`src/rtl/shift_pkg.sv`:
```
// Shared definitions for the universal shift register: mode encoding and mode type.
package shift_pkg;

    typedef logic [1:0] mode_t;

    localparam mode_t MODE_HOLD = 2'b00;
    localparam mode_t MODE_SHR  = 2'b01;
    localparam mode_t MODE_SHL  = 2'b10;
    localparam mode_t MODE_LOAD = 2'b11;

endpackage : shift_pkg

```
`src/rtl/shift_cnt.sv`:
```
// Saturating shift counter: counts shifts since the last load/clear, pulses done
// on the edge where the count reaches WIDTH.
module shift_cnt #(
    parameter int unsigned WIDTH = 8,
    localparam int unsigned CW   = $clog2(WIDTH + 1)
) (
    input  logic          clk,
    input  logic          rst,
    input  logic          clr,
    input  logic          inc,
    input  logic          zero,
    output logic [CW-1:0] cnt,
    output logic          done
);

    logic [CW-1:0] cnt_nxt;
    logic          done_nxt;
    logic          at_max;
    logic          at_last;

    assign at_max  = (cnt == CW'(WIDTH));
    assign at_last = (cnt == CW'(WIDTH - 1));

    // Next count and done pulse; saturation suppresses repeated done.
    always_comb begin
        cnt_nxt  = cnt;
        done_nxt = 1'b0;
        if (zero) begin
            cnt_nxt = '0;
        end else if (inc && !at_max) begin
            cnt_nxt  = cnt + CW'(1);
            done_nxt = at_last;
        end
    end

    // Count register with synchronous active-low reset and synchronous clear.
    always_ff @(posedge clk) begin
        if (!rst) begin
            cnt  <= '0;
            done <= 1'b0;
        end else if (clr) begin
            cnt  <= '0;
            done <= 1'b0;
        end else begin
            cnt  <= cnt_nxt;
            done <= done_nxt;
        end
    end

endmodule : shift_cnt

```
`src/rtl/shift_reg_univ.sv`:
```
// Universal shift register: hold / shift right / shift left / parallel load,
// with shift counter and word-complete pulse.
// Optional feature: define SHIFT_REG_UNIV_ROTATE_EN to add the rot input,
// which turns shifts into rotates.
module shift_reg_univ
    import shift_pkg::*;
#(
    parameter int unsigned       WIDTH     = 8,
    parameter logic [WIDTH-1:0]  RESET_VAL = '0,
    localparam int unsigned      CW        = $clog2(WIDTH + 1)
) (
    input  logic             clk,
    input  logic             rst,
    input  logic             clr,
    input  logic             en,
    input  mode_t            mode,
    input  logic             sin_r,
    input  logic             sin_l,
`ifdef SHIFT_REG_UNIV_ROTATE_EN
    input  logic             rot,
`endif
    input  logic [WIDTH-1:0] d,
    output logic [WIDTH-1:0] q,
    output logic             sout_r,
    output logic             sout_l,
    output logic [CW-1:0]    cnt,
    output logic             done
);

    logic [WIDTH-1:0] q_nxt;
    logic             ins_r;
    logic             ins_l;
    logic             do_shift;
    logic             do_load;

    // Bits entering on a shift: serial inputs, or wrapped-around bits when rotating.
`ifdef SHIFT_REG_UNIV_ROTATE_EN
    assign ins_r = rot ? q[0]       : sin_r;
    assign ins_l = rot ? q[WIDTH-1] : sin_l;
`else
    assign ins_r = sin_r;
    assign ins_l = sin_l;
`endif

    assign do_shift = en && ((mode == MODE_SHR) || (mode == MODE_SHL));
    assign do_load  = en && (mode == MODE_LOAD);

    // Mode mux for the data register.
    always_comb begin
        q_nxt = q;
        if (en) begin
            case (mode)
                MODE_SHR:  q_nxt = {ins_r, q[WIDTH-1:1]};
                MODE_SHL:  q_nxt = {q[WIDTH-2:0], ins_l};
                MODE_LOAD: q_nxt = d;
                default:   q_nxt = q;
            endcase
        end
    end

    // Data register: reset beats clear beats mode operation.
    always_ff @(posedge clk) begin
        if (!rst) begin
            q <= RESET_VAL;
        end else if (clr) begin
            q <= '0;
        end else begin
            q <= q_nxt;
        end
    end

    assign sout_r = q[0];
    assign sout_l = q[WIDTH-1];

    shift_cnt #(
        .WIDTH (WIDTH)
    ) u_cnt (
        .clk  (clk),
        .rst  (rst),
        .clr  (clr),
        .inc  (do_shift),
        .zero (do_load),
        .cnt  (cnt),
        .done (done)
    );

endmodule : shift_reg_univ

```
`config.mk`:
```
export PLATFORM = sky130hd
export DESIGN_NAME = shift_reg_univ
export DESIGN_NICKNAME = d
export VERILOG_FILES = /design/src/rtl/shift_pkg.sv /design/src/rtl/shift_cnt.sv /design/src/rtl/shift_reg_univ.sv
export SDC_FILE = /design/constraint.sdc
export NUM_CORES = 1
export LEC_CHECK = 0
export BUFFER_PORTS_ARGS = -buffer_cell sky130_fd_sc_hd__buf_2
export CAP_MARGIN = 20
export CELL_PAD_IN_SITES_DETAIL_PLACEMENT = 1
export CELL_PAD_IN_SITES_GLOBAL_PLACEMENT = 2
export CORE_ASPECT_RATIO = 0.7
export CORE_UTILIZATION = 26
export CTS_CLUSTER_DIAMETER = 50
export DETAILED_ROUTE_END_ITERATION = 16
export PLACE_DENSITY_LB_ADDON = 0.05
export REMOVE_ABC_BUFFERS = 1
export SLEW_MARGIN = 5
export SYNTH_ARGS = -nofsm -noshare
export SYNTH_HDL_FRONTEND = slang
export SYNTH_HIERARCHICAL = 1
export SYNTH_SLANG_ARGS = --single-unit
```
`constraint.sdc`:
```
create_clock -name clk -period 1.76 [get_ports clk]
set_clock_uncertainty 0.05 [all_clocks]
set_input_delay 0.088 -clock clk [delete_from_list [all_inputs] [get_ports clk]]
set_output_delay 0.088 -clock clk [all_outputs]
set_load 0.01 [all_outputs]
```
==> reports/qor.log <==
qor: status.outcome finished, final reports clean
qor: cts.max-clock-path-buffers 2
qor: cts.cts_hold_buf 0
qor: place.portBuffers 30
qor: critical_path.cp.buffers_inverters 1
qor: critical_path.critical_path_required 1.90 ns
qor: timing.layout_worst_path_cycle_share 0.727
qor: cts.cts.clk_slew.worst_paths 0.06 ns
qor: timing.slew_at_the_pin_closest_to_its_max_slew_limit 0.522 ns
qor: global_route.maximum_number_of_pins_on_one_net_before_global_route_repair 17
qor: floorplan.core 2780 um2
qor: yosys.synthCells 84
qor: timing.max_clock_freq 0.781 GHz
qor: drt.ant_nets 0
qor: pwr.leakagePower 0.419 nW
qor: cts.cts_resized 0
qor: job.timing.max_cap.violations 0
qor: critical_path.critPathTopFamily flip-flops
qor: cts.tritoncts_num_sinks 13
qor: cts.cts_setup_buffers 0
qor: pwr.total_power 697 uW
qor: pwr.peakVddDrop 0.000310 V
qor: final_layout.antennaDiodeCount 0
qor: global_route.grt.overflow.total 0
qor: yosys.synth.largest_area_cell sky130_fd_sc_hd__dfxtp_1
qor: timing.total_negative_setup_slack 0 ns
qor: cts.cts_max_level 1
qor: yosys.ys_types 26
qor: global_route.first_global_vias 622
qor: final_layout.layout.cells.most_common sky130_fd_sc_hd__buf_2
qor: floorplan.io_pins 31
qor: final_layout.multi_input_area 424 um2
qor: cts.cts_made_buffers 3
qor: drt.route.final.wire_length 1970 um
qor: global_route.grt_antenna_before_repair 0
qor: yosys.number_of_warning_messages_in_the_yosys_log 6
qor: timing.timing.final.setup_violations 0
qor: place.detailed_place_hpwl 1480 um
qor: final_layout.mostFrequentLayoutCells sky130_fd_sc_hd__buf_2, sky130_fd_sc_hd__dfxtp_1, sky130_fd_sc_hd__nand2_1, sky130_fd_sc_hd__a22oi_1, sky130_fd_sc_hd__nor2_1
qor: critical_path.timing.critical_path.fanout_max 5
qor: critical_path.timing.critical_path.slowest_stage_cell sky130_fd_sc_hd__dfxtp_1
qor: timing.final_period_minus_worst_setup_slack 1.28 ns
qor: yosys.synth_largest_type_area_fraction 0.342
qor: hold_path.worst_hold_path_type in2reg
qor: timing.slew_headroom 0.652
qor: final_layout.final_layout_size_suffix_gt1_frac 0.366
qor: timing.final-hold-violation-count 0
qor: critical_path.cp.arrival 1.42 ns
qor: final_layout.regArea 260 um2
qor: drt.detailedRoute.firstPassIterationCount 6
qor: yosys.synth_area_leaders sky130_fd_sc_hd__dfxtp_1, sky130_fd_sc_hd__ha_1, sky130_fd_sc_hd__a311oi_1
qor: final_layout.syn2layout_area_growth 25.0%
qor: critical_path.worst_setup_path_end_kind flip-flop
qor: yosys.syn_area 761 um2
qor: floorplan.die_height 47.3 um
qor: floorplan.die_width 66.7 um
qor: global_route.gr-usage-all-layers 0.135
qor: yosys.seq_area_frac_synth 0.342
qor: critical_path.critical_path.max_stage_delay 0.34 ns
qor: pwr.pwrdens 732 nW/um2
qor: critical_path.critical_path_class reg2reg
qor: floorplan.core.rowCount 16
qor: drt.wire_per_inst 13.3 um
qor: floorplan.die_area 3150 um2
qor: yosys.postSynthRegisterBits 13
qor: drt.route.detailed.vias_per_inst 4.96
qor: drt.num_vias 734
qor: cts.clock_root_buffer sky130_fd_sc_hd__clkbuf_8
qor: drt.drt_iter0_drc 15
qor: final_layout.num-nets-final 134
qor: drt.drt_drc_violations_left 0
qor: global_route.grt_pass1_wl 2950 um
qor: yosys.synth_area_per_inst 9.06 um2
qor: critical_path.crit_path_cell_trace inv_1 -> ha_1 -> nand3b_1 -> a211o_1 -> nand2_1
qor: final_layout.final_util 0.342
qor: cts.clk-insertion-delay-late 0.24 ns
qor: place.routabilityCongestion 0.673
qor: floorplan.effective_utilization_at_floorplan 0.273
qor: timing.finalMaxSlewViolations 0
qor: final_layout.fill_cell_count 348
qor: timing.rsz0062_at_grt no
qor: critical_path.crit_start_category flip-flop
qor: cts.tritoncts_clock_tree built
[worst register-to-register path: cells and delay by family (launching register included)]
kind,cells,cell delay (ns)
flip-flops,1,0.34
AO/OA/AOI/OAI,1,0.33
AND/OR/NAND/NOR,2,0.22
adder cells (fa/ha/maj),1,0.17
buffers and inverters,1,0.11
[power by group]
group	total (mW)	switching, mW	internal (mW)
Combinational	0.108	0.0614	0.0470
Clock	0.276	0.116	0.160
Sequential	0.312	0.00927	0.303
Total	0.697	0.187	0.510
[Yosys cell counts]
cell,number
sky130_fd_sc_hd__buf_6,1
sky130_fd_sc_hd__dfxtp_1,13
sky130_fd_sc_hd__nor2_1,8
sky130_fd_sc_hd__a211o_1,2
sky130_fd_sc_hd__a22oi_1,8
sky130_fd_sc_hd__buf_4,3
sky130_fd_sc_hd__nor4_1,1
sky130_fd_sc_hd__inv_1,5
sky130_fd_sc_hd__nand4_1,4
sky130_fd_sc_hd__buf_8,1
sky130_fd_sc_hd__a21oi_1,1
sky130_fd_sc_hd__and2_2,2
sky130_fd_sc_hd__nor2_8,1
sky130_fd_sc_hd__buf_1,1
sky130_fd_sc_hd__a311oi_1,7
sky130_fd_sc_hd__xor2_1,1
sky130_fd_sc_hd__nand2_1,12
sky130_fd_sc_hd__nand3b_1,1
sky130_fd_sc_hd__ha_1,5
sky130_fd_sc_hd__nor2_2,1
sky130_fd_sc_hd__or3b_4,1
sky130_fd_sc_hd__nor2b_4,1
sky130_fd_sc_hd__a311oi_2,1
sky130_fd_sc_hd__nor3b_1,1
sky130_fd_sc_hd__buf_2,1
sky130_fd_sc_hd__nand2b_1,1
[through the flow]
step / std cells / area (um2) / hold WS [ns] / setup slack (ns)
2_1_floorplan: 77 / 703 / 0.201 / 0.322
3_3_place_gp: 144 / 906 / 0.308 / 0.356
3_5_place_dp: 144 / 906 / 0.315 / 0.342
4_1_cts: 148 / 951 / 0.0555 / 0.469
5_1_grt: 148 / 951 / 0.0679 / 0.357
6_report: 148 / 951 / 0.0622 / 0.480
[cells by family (layout without fill, tap and decap cells)]
| group | Yosys count | in the layout | share of synthesized area |
|---|---|---|---|
| simple gates | 34 | 34 | 0.255 |
| buf+inv | 12 | 40 | 0.100 |
| fa+ha+maj | 5 | 5 | 0.0822 |
| compound gates | 19 | 19 | 0.209 |
| flops | 13 | 13 | 0.342 |
| xor+xnor | 1 | 1 | 0.0115 |
[flip-flops by register name, summed over array words and instances (netlist names)]
signal	cells
u_cnt/cnt	4
u_cnt/done	1
q	8
[layout make-up]
class                           instances  area share
Multi-Input combinational cell         59       0.446
Sequential cell                        13       0.274
Timing Repair Buffer                   31       0.166
Clock buffer                            4      0.0474
Tap cell                               36      0.0474
Inverter                                5      0.0197
[worst paths after layout]
path,start,depth (start not counted),end,slack [ns]
worst max-delay path,u_cnt/cnt[0]$_SDFFE_PP0P_,5,u_cnt/cnt[1]$_SDFFE_PP0P_,0.48
worst min register to register,u_cnt/cnt[2]$_SDFFE_PP0P_,2,u_cnt/cnt[2]$_SDFFE_PP0P_,0.45
worst max register to register,u_cnt/cnt[0]$_SDFFE_PP0P_,5,u_cnt/cnt[1]$_SDFFE_PP0P_,0.48
worst min-delay path,sin_r,3,q[7]$_SDFFE_PP0P_,0.06
[routing by layer]
layer | GRT usage | vias to the layer above | part of all wire
li1 | - | 361 | -
met1 | 0.187 | 347 | 0.53
met2 | 0.188 | 24 | 0.41
met3 | 0.0583 | 2 | 0.053
met4 | 0.0383 | 0 | 0.0096
met5 | 0 | - | 0
Note: power is estimated with default switching activity, not from simulation.
